`src/rtl/fip_32_sqrt_iter.sv`:
```
// rtl/fip_32_sqrt_iter.sv - iterative unsigned fixed-point square root, one root bit per clock
module fip_32_sqrt_iter #(
  parameter int FRA_BITS = 16
) (
  input  logic        i_clk,
  input  logic        i_rstn,
  input  logic        i_en,
  input  logic [31:0] i_rad,
  output logic        o_ready,
  output logic [31:0] o_root,
  output logic        o_valid
);

  localparam int ROOT_BITS = (32 + FRA_BITS) / 2;
  localparam int OP_BITS   = 32 + FRA_BITS;
  localparam int CNT_BITS  = $clog2(ROOT_BITS);
  localparam logic [CNT_BITS-1:0] LAST_ITER = CNT_BITS'(ROOT_BITS - 1);

  // An odd fractional width has no exact half-width root format.
  generate
    if ((FRA_BITS % 2) != 0) begin : g_bad_fra_bits
      $error("fip_32_sqrt_iter: FRA_BITS must be even");
    end
  endgenerate

  typedef enum logic [1:0] {
    S_IDLE,
    S_CALC,
    S_DONE
  } state_t;

  state_t               state;
  logic [OP_BITS-1:0]   op;
  logic [ROOT_BITS+1:0] r;
  logic [ROOT_BITS-1:0] q;
  logic [CNT_BITS-1:0]  cnt;

  logic [ROOT_BITS+3:0] trial;
  logic [ROOT_BITS+3:0] diff;
  logic                 keep;
  logic [ROOT_BITS+1:0] r_next;
  logic [ROOT_BITS-1:0] q_next;
  logic                 unused_trial_hi;

  // One restoring step: bring down two radicand bits and try to subtract (4q+1).
  always_comb begin
    trial  = {r, op[OP_BITS-1 -: 2]};
    diff   = trial - {2'b00, q, 2'b01};
    keep   = ~diff[ROOT_BITS+3];
    r_next = keep ? diff[ROOT_BITS+1:0] : trial[ROOT_BITS+1:0];
    q_next = {q[ROOT_BITS-2:0], keep};
  end

  // Upper trial bits stay zero for every remainder the recurrence can produce.
  assign unused_trial_hi = ^{trial[ROOT_BITS+3:ROOT_BITS+2], diff[ROOT_BITS+2]};

  // Request handshake, iteration sequencing and registered result.
  always_ff @(posedge i_clk) begin
    if (!i_rstn) begin
      state   <= S_IDLE;
      op      <= '0;
      r       <= '0;
      q       <= '0;
      cnt     <= '0;
      o_ready <= 1'b1;
      o_valid <= 1'b0;
      o_root  <= '0;
    end else begin
      case (state)
        S_IDLE: begin
          if (i_en) begin
            op      <= {i_rad, {FRA_BITS{1'b0}}};
            r       <= '0;
            q       <= '0;
            cnt     <= '0;
            o_ready <= 1'b0;
            state   <= S_CALC;
          end
        end
        S_CALC: begin
          r   <= r_next;
          q   <= q_next;
          op  <= {op[OP_BITS-3:0], 2'b00};
          cnt <= cnt + CNT_BITS'(1);
          if (cnt == LAST_ITER) begin
            o_root  <= 32'(q_next);
            o_valid <= 1'b1;
            state   <= S_DONE;
          end
        end
        S_DONE: begin
          o_valid <= 1'b0;
          o_ready <= 1'b1;
          state   <= S_IDLE;
        end
        default: begin
          o_valid <= 1'b0;
          o_ready <= 1'b1;
          state   <= S_IDLE;
        end
      endcase
    end
  end

endmodule

```
`config.mk`:
```
export PLATFORM = sky130hd
export DESIGN_NAME = fip_32_sqrt_iter
export DESIGN_NICKNAME = d
export VERILOG_FILES = /design/src/rtl/fip_32_sqrt_iter.sv
export SDC_FILE = /design/constraint.sdc
export NUM_CORES = 1
export LEC_CHECK = 0
export BUFFER_PORTS_ARGS = -buffer_cell sky130_fd_sc_hd__clkbuf_2
export CAP_MARGIN = 20
export CORE_UTILIZATION = 45
export DETAILED_ROUTE_END_ITERATION = 16
export GPL_ROUTABILITY_DRIVEN = 0
export MAX_ROUTING_LAYER = met4
export PLACE_DENSITY = 0.65
export SETUP_SLACK_MARGIN = 0.3
export SLEW_MARGIN = 20
export SYNTH_ARGS = -nofsm -noshare
export SYNTH_HDL_FRONTEND = slang
export SYNTH_SLANG_ARGS = --single-unit
```
`constraint.sdc`:
```
create_clock -name i_clk -period 4.81 [get_ports i_clk]
set_clock_uncertainty 0.1 [all_clocks]
set_input_delay 0.962 -clock i_clk [delete_from_list [all_inputs] [get_ports i_clk]]
set_output_delay 0.962 -clock i_clk [all_outputs]
set_load 0.02 [all_outputs]
```
Word level (Yosys, flattened, before mapping)
Index checks and enable logic that the tools add are counted.
{ "op_classes": {"n_bitwise": 3, "eq_ne": 4, "reduce_logical": 7, "n_mux": 16, "add_sub_neg": 2} }
{ "op_table": {"columns": ["operator", "count"], "rows": [
  ["$pmux 48 s2", 1],
  ["$mux 26", 2],
  ["$pmux 26 s2", 1],
  ["$mux 48", 1],
  ["$pmux 24 s2", 1],
  ["$sub 28x26->28", 1],
  ["$mux 24", 1],
  ["$pmux 5 s2", 1],
  ["$reduce_and 2->1", 5],
  ["$add 5x1->5 const B", 1],
  ["$eq 5x5->1 const B", 1],
  ["$mux 5", 1],
  ["$mux 2", 2],
  ["$ne 2x2->1 const B", 2],
  ["$pmux 1 s2", 2],
  ["$pmux 2 s2", 1],
  ["$not 1->1", 3],
  ["$eq 2x1->1 const B", 1],
  ["$logic_not 2->1", 1],
  ["$mux 1", 2],
  ["$reduce_bool 2->1", 1]
]} }
{ "totals": {"word_cells": 40, "ff_bits": 131, "out_inout_bits": 34, "input_bits": 35} }

Longest topological paths before layout
{ "depth": {"ltp_word": 3, "ltp_mapped": 14, "ltp_nobuf": 11} }

Worst setup path after synthesis
Ideal clock, no wire load.
{ "synth_timing": {"path_kind": "flip-flop to flip-flop", "startpoint": "reg q[14]", "endpoint": "reg r[24]", "arrival_time_ns": 2.633, "required_ns": 4.585, "synth_period_minus_slack_ns": 2.857, "path_buffers": 3, "setup_time_ns": 0.125, "setup_slack_ns": 1.953, "stages_incl_launch_ff": 15, "path_cell_list": "dfxtp_1 -> inv_1 -> ha_1 -> buf_4 -> a21o_1 -> a31o_1 -> a2111oi_4 -> and2_1 -> a21oi_2 -> mux2i_2 -> nand2_2 -> buf_6 -> buf_6 -> a32oi_1 -> o31ai_1"} }
{ "synth_between": {"elab_chain_cells": 3} }
{ "synth_lines": {"columns": ["item", "line_no", "rtl"], "rows": [
  ["start: declaration", "35", "logic [ROOT_BITS-1:0] q;"],
  ["start signal: assignment", "82", "q <= q_next;"],
  ["$sub 28x26->28", "48", "diff = trial - {2'b00, q, 2'b01};"],
  ["$mux 26", "50", "r_next = keep ? diff[ROOT_BITS+1:0] : trial[ROOT_BITS+1:0];"],
  ["$pmux 26 s2", "69", "case (state)"],
  ["end signal: assignment", "81", "r <= r_next;"],
  ["end: declaration", "34", "logic [ROOT_BITS+1:0] r;"]
]} }
No other way between the ends.
A chain may end at the register's enable or synchronous reset.

Worst setup path in the final report
{ "layout_timing": {"startpoint": "reg q[16]", "endpoint": "reg r[1]"} }
The elaborated chain is that of the path after synthesis.

==> flow_summary.json <==
{
  "outcome": "completed",
  "setup_viol": 0,
  "cts_buffers": 17,
  "finish.instance_area_um2": 6950,
  "crit_slowest_cell": "dfxtp_1",
  "cts_buffer_depth": 2,
  "syn_avg_cell_area_um2": 7.72,
  "hold_ws_ns": 0.352,
  "critPathArrivalTime_ns": 3.68,
  "synthDistinctLibCells": 59,
  "synthesis.area_um2": 6000,
  "io_buffers": 60,
  "clkSinkCount": 115,
  "n_antenna_cell": 0,
  "final_nets": 875,
  "ir_worst_vdd_v": 0.000527,
  "grt_antenna_before_repair": 0,
  "cp-endpoint": "r[1]",
  "rsz0062_at_grt": "no",
  "hold_violations": 0,
  "fp.dieW_um": 117,
  "p_per_area_nw_per_um2": 685,
  "slew_headroom_pct": 29.8,
  "synth-main-ff-cell": "dfxtp_1",
  "syn_inst": 777,
  "post-dp-hpwl_um": 9760,
  "async_flop_share_pct": 0,
  "pre_cts_slack_ns": 1.42,
  "fin_tns_setup_ns": 0,
  "cp_cell_sequence": "inv_1, ha_1, a21o_1, a31o_1, a2111oi_4, and2_1, a21oi_2, mux2i_2, nand2_2, buf_4, mux2_4, o21ai_1",
  "required_ns": 5.04,
  "yosysWarnings": 0,
  "place_area_um2": 6330,
  "wl_per_cell_um": 14.7,
  "grt_max_degree": 63,
  "max-cap-violations": 0,
  "clk_pin_slew_ns": 0.06,
  "yosysSeqAreaShare_pct": 38.4,
  "r2r-end": "r[1]",
  "grt_usage_pct": 22.6,
  "rows": 41,
  "critPathCaptureType": "flop",
  "synth_edf_count": 0,
  "core_um2": 12800,
  "final.period_utilization_pct": 71.8,
  "holdCritPathClass": "reg2reg",
  "rr_worst_depth": 12,
  "vias": 5544,
  "dieHeight_um": 117,
  "drtIter0Drc": 277,
  "p_leak_nw": 2.90,
  "timing.critical_path.from": "q[16]",
  "grt.overflow.total": 0,
  "fill_cells": 1222,
  "cts_hold_buf": 0,
  "cts_tree": "done",
  "fin_ws_ns": 1.36,
  "worstSetupPathType": "reg2reg",
  "ff2ff_setup_slack_ns": 1.36,
  "syn_to_final_growth_pct": 15.9,
  "cts-resized-gates": 0,
  "first_pass_iters": 5,
  "drv_slew": 0,
  "initial_core_util_pct": 46.8,
  "drive_gt1_share_pct": 13.2,
  "worst_pin_slew_ns": 1.05,
  "ctsRootBufferMaster": "clkbuf_16",
  "worstSkewPairLatency_ns": 0.42,
  "drt-total-wl_um": 14700,
  "regToRegStartpoint": "q[16]",
  "die-area_um2": 13800,
  "drc": 0,
  "worstPathMaxFanout": 16,
  "first_global_vias": 5114,
  "final.min_clock_period_ns": 3.45,
  "final_util_pct": 54.2,
  "ys_seq_elements": 115,
  "cts_setup_buffers": 0,
  "fmax_mhz": 290,
  "ant_nets": 0,
  "grt_pass1_wl_um": 24600,
  "io_pins": 69,
  "viasPerCell": 5.55,
  "cpPeakStageDelay_ns": 0.38,
  "cp-start-kind": "flop",
  "htreeDepth": 4
}
how the worst min path moves through the flow:
stage / startpoint / to / slack, ns / cells past startpoint
6_report: o_root[2] / o_root[2] / 0.35 / 2
5_1_grt: o_root[2] / o_root[2] / 0.38 / 2
4_1_cts: o_root[2] / o_root[2] / 0.36 / 2
3_5_place_dp: o_root[2] / o_root[2] / 0.35 / 2
3_3_place_gp: o_root[22] / o_root[22] / 0.34 / 2
2_1_floorplan: r[24] / r[24] / 0.34 / 2
power breakdown:
group / switching [W] / internal (W)
registers: 0.0000627 / 0.00104
clock network: 0.000433 / 0.000879
logic: 0.00129 / 0.00105
placed cells by master (no fill, tap or decap), types with 7 or more instances in the layout:
| master | count |
|---|---|
| nand2_1 | 128 |
| dfxtp_1 | 115 |
| nor2_1 | 80 |
| a21oi_1 | 76 |
| o21ai_0 | 73 |
| clkbuf_2 | 60 |
| inv_1 | 33 |
| a22oi_1 | 29 |
| ha_1 | 26 |
| mux2i_1 | 22 |
| o21ai_1 | 17 |
| clkbuf_16 | 17 |
| xnor2_1 | 13 |
| a21o_1 | 12 |
| nand3_1 | 11 |
| xor2_1 | 11 |
| conb_1 | 8 |
| nor3_1 | 7 |
| buf_4 | 7 |
logic make-up (layout without fill, tap and decap cells):
| group | count (synthesis) | after routing | synth area share (%) |
|---|---|---|---|
| buffers and inverters | 91 | 134 | 6.66 |
| adder cells (fa/ha/maj) | 26 | 26 | 5.43 |
| AND/OR/NAND/NOR | 249 | 249 | 17.0 |
| XOR/XNOR | 24 | 24 | 3.51 |
| flip-flops | 115 | 115 | 38.4 |
| AO/OA/AOI/OAI | 247 | 247 | 24.8 |
| multiplexers | 24 | 24 | 4.15 |
| other | 1 | 8 | 0.0625 |
stage by stage:
step / power, W / std cells
after detailed placement: 0.00342 / 967
after floorplan: 0.00311 / 784
after CTS: 0.00476 / 999
final: 0.00476 / 999
after global placement: 0.00337 / 967
after global routing: 0.00505 / 999
state kept, by name, summed over array words and instances (netlist names):
| name | flops |
|---|---|
| q | 24 |
| state | 2 |
| o_root | 24 |
| o_valid | 1 |
| o_ready | 1 |
| r | 26 |
| op | 32 |
| cnt | 5 |
routing by layer:
metal	GRT usage, %	part of all wire, %	vias to the layer above	routed length (um)
li1	-	-	2759	-
met1	28.6	47	2617	6850
met2	35.3	47	147	6900
met3	4.33	4.5	21	657
met4	9.01	1.7	0	255
met5	-	0	-	0
area by class of cell:
type	instances	area, um^2	share of cell area [%]
inverter	35	131	1.89
clock inverter	9	125	1.80
sequential	115	2300	33.1
clock buffer	23	498	7.16
timing repair buffer	67	353	5.08
tap	172	215	3.10
multi-input combinational	578	3330	47.9
synth_stat cells (2+ instances only):
cell | count | area [um^2]
a221oi_1 | 3 | 26.3
a22oi_1 | 29 | 218
o21ai_0 | 74 | 370
mux2i_1 | 22 | 220
o21a_1 | 4 | 30.0
nand4_1 | 3 | 18.8
or4_1 | 2 | 15.0
o21ai_1 | 17 | 85.1
buf_6 | 3 | 33.8
ha_1 | 26 | 325
and2_1 | 3 | 18.8
o41ai_1 | 2 | 17.5
nor2_1 | 81 | 304
o22ai_1 | 2 | 12.5
nand3_1 | 11 | 55.1
a211o_1 | 2 | 17.5
a32oi_1 | 3 | 26.3
inv_1 | 33 | 124
o31ai_1 | 4 | 30.0
a21oi_1 | 76 | 380
or3_1 | 2 | 12.5
o211ai_1 | 3 | 22.5
xor2_1 | 11 | 96.3
a31o_2 | 2 | 17.5
nor3_1 | 7 | 35.0
and3_1 | 5 | 31.3
nor2b_1 | 2 | 12.5
xnor2_1 | 13 | 114
buf_4 | 9 | 67.6
clkbuf_1 | 42 | 158
dfxtp_1 | 115 | 2300
a21o_1 | 12 | 90.1
nand2_1 | 128 | 480
critical path, delay by kind of cell, from the launching register on:
family | cells | cell delay [ns]
AOI/OAI and AO/OA | 5 | 1.01
adders and majority gates | 1 | 0.38
buffers and inverters | 2 | 0.41
DFF | 1 | 0.38
muxes | 2 | 0.57
and+or+nand+nor | 2 | 0.52
(Power assumes the default switching activity.)
